[config.mk]
export PLATFORM = sky130hd
export DESIGN_NAME = alu_operand_sequencer
export DESIGN_NICKNAME = d
export VERILOG_FILES = /design/src/rtl/alu_pkg.sv /design/src/rtl/load_edge_sync.sv /design/src/rtl/alu_operand_sequencer.sv
export SDC_FILE = /design/constraint.sdc
export NUM_CORES = 1
export LEC_CHECK = 0
export BUFFER_PORTS_ARGS = -buffer_cell sky130_fd_sc_hd__buf_2
export CORE_ASPECT_RATIO = 1.2
export CORE_MARGIN = 2
export CORE_UTILIZATION = 45
export CTS_CLUSTER_SIZE = 24
export DETAILED_ROUTE_END_ITERATION = 6
export HOLD_SLACK_MARGIN = 0.06
export PLACE_DENSITY = 0.84
export REMOVE_ABC_BUFFERS = 1
export SYNTH_ARGS = -nofsm -noshare
export SYNTH_HDL_FRONTEND = slang
export SYNTH_SLANG_ARGS = --single-unit
[constraint.sdc]
create_clock -name clock -period 3.81 [get_ports clock]
set_input_delay 0.381 -clock clock [delete_from_list [all_inputs] [get_ports clock]]
set_output_delay 0.381 -clock clock [all_outputs]
set_load 0.02 [all_outputs]
[src/rtl/alu_pkg.sv]
// rtl/alu_pkg.sv - shared ALU opcodes and operand-sequencer state encodings
package alu_pkg;

    localparam logic [5:0] OP_ADD = 6'b100000;
    localparam logic [5:0] OP_SUB = 6'b100010;
    localparam logic [5:0] OP_AND = 6'b100100;
    localparam logic [5:0] OP_OR  = 6'b100101;
    localparam logic [5:0] OP_XOR = 6'b100110;
    localparam logic [5:0] OP_SRA = 6'b000011;
    localparam logic [5:0] OP_SRL = 6'b000010;
    localparam logic [5:0] OP_NOR = 6'b100111;

    typedef enum logic [2:0] {
        ST_WAIT_A  = 3'd0,
        ST_WAIT_B  = 3'd1,
        ST_WAIT_OP = 3'd2,
        ST_EXEC    = 3'd3,
        ST_CAPTURE = 3'd4
    } seq_state_t;

endpackage

[src/rtl/load_edge_sync.sv]
// rtl/load_edge_sync.sv - two-flop synchronizer plus rising-edge detector for the load button
module load_edge_sync (
    input  logic clock,
    input  logic reset,
    input  logic level,
    output logic pulse
);

    logic [1:0] sync_q;
    logic       prev_q;

    always_ff @(posedge clock or posedge reset) begin
        if (reset) begin
            sync_q <= 2'b00;
            prev_q <= 1'b0;
        end else begin
            sync_q <= {sync_q[0], level};
            prev_q <= sync_q[1];
        end
    end

    // One pulse per low-to-high transition of the synchronized level.
    assign pulse = sync_q[1] & ~prev_q;

endmodule

[src/rtl/alu_operand_sequencer.sv]
// rtl/alu_operand_sequencer.sv - loads A/B/opcode from a shared bus and captures the ALU result; ALU_SEQ_SYNC_EN selects button-style load input
module alu_operand_sequencer
    import alu_pkg::*;
#(
    parameter int N_BITS = 6
) (
    input  logic              clock,
    input  logic              reset,
    input  logic [N_BITS-1:0] i_data,
    input  logic              i_load,
    input  logic [N_BITS-1:0] i_res,
    output logic [N_BITS-1:0] o_A,
    output logic [N_BITS-1:0] o_B,
    output logic [N_BITS-1:0] o_OP,
    output logic [N_BITS-1:0] o_result,
    output logic              o_done,
    output logic              o_busy,
    output logic [2:0]        o_state
);

    seq_state_t state, state_next;
    logic       load_evt;
    logic       load_a, load_b, load_op, capture;

`ifdef ALU_SEQ_SYNC_EN
    load_edge_sync u_load_edge_sync (
        .clock (clock),
        .reset (reset),
        .level (i_load),
        .pulse (load_evt)
    );
`else
    assign load_evt = i_load;
`endif

    always_ff @(posedge clock or posedge reset) begin
        if (reset) begin
            state <= ST_WAIT_A;
        end else begin
            state <= state_next;
        end
    end

    // Loads arriving in EXEC/CAPTURE simply fall through: no enable is raised there.
    always_comb begin
        state_next = state;
        load_a     = 1'b0;
        load_b     = 1'b0;
        load_op    = 1'b0;
        capture    = 1'b0;
        case (state)
            ST_WAIT_A: begin
                load_a = load_evt;
                if (load_evt) state_next = ST_WAIT_B;
            end
            ST_WAIT_B: begin
                load_b = load_evt;
                if (load_evt) state_next = ST_WAIT_OP;
            end
            ST_WAIT_OP: begin
                load_op = load_evt;
                if (load_evt) state_next = ST_EXEC;
            end
            ST_EXEC: begin
                state_next = ST_CAPTURE;
            end
            ST_CAPTURE: begin
                capture    = 1'b1;
                state_next = ST_WAIT_A;
            end
            default: begin
                state_next = ST_WAIT_A;
            end
        endcase
    end

    always_ff @(posedge clock or posedge reset) begin
        if (reset) begin
            o_A      <= '0;
            o_B      <= '0;
            o_OP     <= '0;
            o_result <= '0;
            o_done   <= 1'b0;
        end else begin
            if (load_a)  o_A  <= i_data;
            if (load_b)  o_B  <= i_data;
            if (load_op) o_OP <= i_data;
            if (capture) o_result <= i_res;
            o_done <= capture;
        end
    end

    assign o_busy  = (state == ST_EXEC) || (state == ST_CAPTURE);
    assign o_state = state;

endmodule

; Word level (Yosys, flattened, before mapping)
; Index checks and enable logic that the tools add are counted.
[word_totals]
word_cells = 24
input_bits = 15
ramBits = 0
mem_bits_ro = 0
reg_bits = 28
latchBits = 0
out_inout_bits = 29
memories = 0
[classes]
reduce_logical = 3
mul = 0
order_cmp = 0
n_eq_ne = 7
muxes = 8
bitwise = 0
shifts = 0
addsub = 0
div_mod_pow = 0
[op_table]
columns = operator, n
row1 = 3-bit case mux with 4 select lines, 1
row2 = 3-bit 2-to-1 mux, 3
row3 = 3-bit by 2-bit == test with 1-bit output (second input constant), 2
row4 = 2-bit inequality test (second input constant), 3
row5 = 1-bit 2-to-1 mux, 4
row6 = 3-bit by 1-bit == test with 1-bit output (second input constant), 1
row7 = 3-bit == test (second input constant), 1
row8 = 3-bit zero test, 1
row9 = 3-bit AND reduction, 1
row10 = 1-bit logical OR, 1

; Longest topological paths before layout
[depth]
word_depth = 3
ltp_mapped = 4
mapped_depth_nobuf = 2

; Least setup slack after synthesis
; OpenSTA, ideal clock, no wires.
[synth_timing]
kind = register to output
from = register state[2], in the netlist o_state[2]
to = output port o_busy
path_slack_ps = 2165
n_path_buf = 1
stages_incl_launch_ff = 4
t_arrival_ps = 1264
required_time_ps = 3429
path_cell_list = dfrtp_1 > clkbuf_2 > nor3b_4 > o21bai_1
[synth_via]
elab_chain_len = 2
word_cells_on_any_way = 3
cone_classes = eq/ne: 2 / reduce/logical: 1
[synth_rtl]
columns = element, line
row1 = "start, declared", alu_operand_sequencer.sv:21  ; seq_state_t state, state_next;
row2 = "start signal, assigned", alu_operand_sequencer.sv:40  ; state <= state_next;
row3 = 3-bit by 2-bit == test with 1-bit output / 3-bit == test (equally long branches), alu_operand_sequencer.sv:93  ; assign o_busy = (state == ST_EXEC) || (state == ST_CAPTURE);
row4 = 1-bit logical OR *, alu_operand_sequencer.sv:93
row5 = "end, declared", alu_operand_sequencer.sv:17  ; output logic o_busy,
; Mark *: on every way between the ends. The rest lies on a longest branch, timed or not.

; Worst setup path in the final report
; Ends and elaborated chain as after synthesis.

==> impl_results.md <==
* Worst R2R Setup Slack at 2.27 ns
* FF-to-FF End: o_A[5]
* R2R depth at 2
* Drt pass-1 iters at 2
* Clk_lat worst skew at between 0.3 and 0.4 ns
* Routed Wire Length at between 2000 and 2500 um
* Post-CTS Hold Buffers at 0
* Critical path class: reg2out
* Largest family of logic cells by synthesized area: multiplexers
* GRT Total Usage at 0.157
* Simple-Gate Fraction of Synth Area at 0.0906
* Sequential fraction of the synthesis area at 0.611
* Die area at roughly 0.003 mm^2
* Via count at between 700 and 800
* Commonest cells in the netlist: dfrtp_1 (28), mux2_2 (24), buf_6 (4)
* Initial antenna violation count at 0
* Mapped Area at between 0.001 and 0.0015 mm^2
* Top cell type's share of synthesized area at 0.611
* Synth Area in Compound Gates at 0.0153
* Leading area contributor after synthesis: dfrtp_1
* # DRC at 0
* Overall power at about 1.3 mW
* Max Fclk at 501 MHz
* Share of layout cells above drive strength 1 at 0.673
* Post-synth EDFFs at 0
* Count of different cell masters after synthesis at 15
* Antenna-violating nets left at 0
* Synth area leaders: dfrtp_1 (61%), mux2_2 (24%), buf_6 (3.9%)
* Cell with the most instances after synthesis: dfrtp_1
* RSZ-0062 raised after global routing: no
* Die Ht at 59.3 um
* Multiplexer share of the synthesized area at 0.236
* Critical path arrival at around 1.6 ns
* Met1 Use GR at 0.213
* Post-layout nets at around 130
* Yosys reg bits at 28
* Initial Utilization at 0.463
* Final Cycle Share at 0.524
* Final setup TNS at 0 ns
* Grt ovf at 0
* Root Driver: clkbuf_4
* Post-Synth Adder-Cell Area at 0
* Worst Skew at 0.00789 ns
* Clock Sinks at 28
* CTS tree: built
* Slew HR at 0.315
* Hold slack at ~0.28 ns
* Post-CTS setup repair buffer count at 0
* Iteration-0 DRC Markers at 8
* Syn. warnings at 0
* Gpl congestion at 0.674
* Vias/cell at 4.86
* Vias in the first global route at slightly above 700
* Setup crit end kind: output port
* Post-Synth XOR/XNOR Area at 0
* Async S/R FF share, synth at 1.00
* Max_cap viols at 0
* I/O pin total at between 40 and 50
* Grt met2 use at 0.248
* Met3 GRT Util at 0.0253
* CTS HTree Levels at 1
* Site Rows at 20
* P per Cell Area at approximately 930 mW/mm^2
* Pin slew with the least headroom to its limit at between 1 and 1.5 ns
* Type of origin of the critical path: flip-flop
* FF-to-FF Start: o_state[1]
* Largest net degree at the start of global routing at 29
* DR WL/cell at approximately 14 um
* Die W at 50.1 um
* CP required at ~3.4 ns
* Core ar. at 0.00248 mm^2
* Critical-path maximum fanout at 9
* ANT cells at 0
* Min Tclk post-route at around 2 ns
* I/O Buffers at 43
* Syn Inst Count at 71
* Outcome: completed
* Syn_area_per_cell at 16.1 um^2
* Post-DP HPWL at approximately 1500 um
* Clock-pin slew on the worst setup and hold paths at ~0.15 ns
* Area Overhead vs Synth at 22.6%
* Most used DFF post-synth: dfrtp_1
* Clk buf depth at 2
* GR peak layer: met2
* Max VDD drop at 0.561 mV
* Leak Pwr at slightly below 0.7 nW
* Post_cts resized at 0
* Final setup vio count at 0
* Global-route wire length before repair at roughly 3400 um
* Worst hold path type: in2async
* Final Hold Viols at 0
* Final Max Slew Viols at 0
* CTS Buf Count at 3
[metrics by stage]
step                utilization  std cells  instance area, um^2  setup slack, ns
finish                    0.567        146                 1410             1.81
global route              0.567        146                 1410             1.65
CTS                       0.567        146                 1410             1.79
detailed placement        0.546        142                 1350             2.17
global placement          0.546        142                 1350             2.22
floorplan                     -         66                 1100             2.20
[final cells by class]
| type | count | area, um^2 |
|---|---|---|
| Clock buffer | 3 | 22.5 |
| Tap cell | 33 | 41.3 |
| Multi-Input combinational cell | 37 | 392 |
| Timing Repair Buffer | 43 | 215 |
| Clock inverter | 1 | 30.0 |
| Fill cell | 224 | 1070 |
| Sequential cell | 28 | 701 |
| Inverter | 1 | 3.75 |
[cell families (layout without fill, tap and decap cells)]
group           after synthesis  count (layout)
compound gates                3               3
buf+inv                       6              48
flops                        28              28
mux                          24              24
simple gates                 10              10
[metal layers]
metal | routed length, um | vias up
met3 | 105 | 4
li1 | - | 329
met5 | 0 | -
met4 | 31 | 0
met2 | 1010 | 28
met1 | 914 | 348
[worst max-delay path by stage]
| stage | startpoint | to | slack (ns) | depth (start not counted) |
|---|---|---|---|---|
| 2_1_floorplan | o_state[2] | o_busy | 2.20 | 2 |
| 3_3_place_gp | o_state[2] | o_busy | 2.22 | 3 |
| 4_1_cts | o_state[2] | o_busy | 1.79 | 3 |
| 5_1_grt | o_state[2] | o_busy | 1.65 | 3 |
| 6_report | o_state[2] | o_busy | 1.81 | 3 |
| 3_5_place_dp | o_state[2] | o_busy | 2.17 | 3 |
[critical path, cell delays in order (launching register included)]
cell	delay, ns
dfrtp_1	0.54
nor3b_4	0.42
o21bai_1	0.16
buf_2	0.17
[where the power goes]
group / internal [mW] / switching [mW]
Combinational: 0.260 / 0.319
Sequential: 0.439 / 0.102
Clock: 0.106 / 0.0828
[registers in the layout (all words and copies together), names as in the netlist]
name      count
o_A           6
o_B           6
o_OP          6
o_done        1
o_result      6
o_state       3
[cells in the final DEF, fill, tap and decap left out]
| cell | instances |
|---|---|
| clkbuf_4 | 3 |
| nor2_1 | 1 |
| inv_1 | 1 |
| a21oi_1 | 2 |
| nand2_1 | 1 |
| or3b_2 | 1 |
| nor4b_4 | 1 |
| bufinv_16 | 1 |
| buf_2 | 43 |
| o21bai_1 | 1 |
| mux2_2 | 24 |
| dfrtp_1 | 28 |
| nand3b_1 | 1 |
| nand2b_1 | 2 |
| and4bb_2 | 2 |
| nor3b_4 | 1 |
Note: power is estimated with default switching activity, not from simulation.
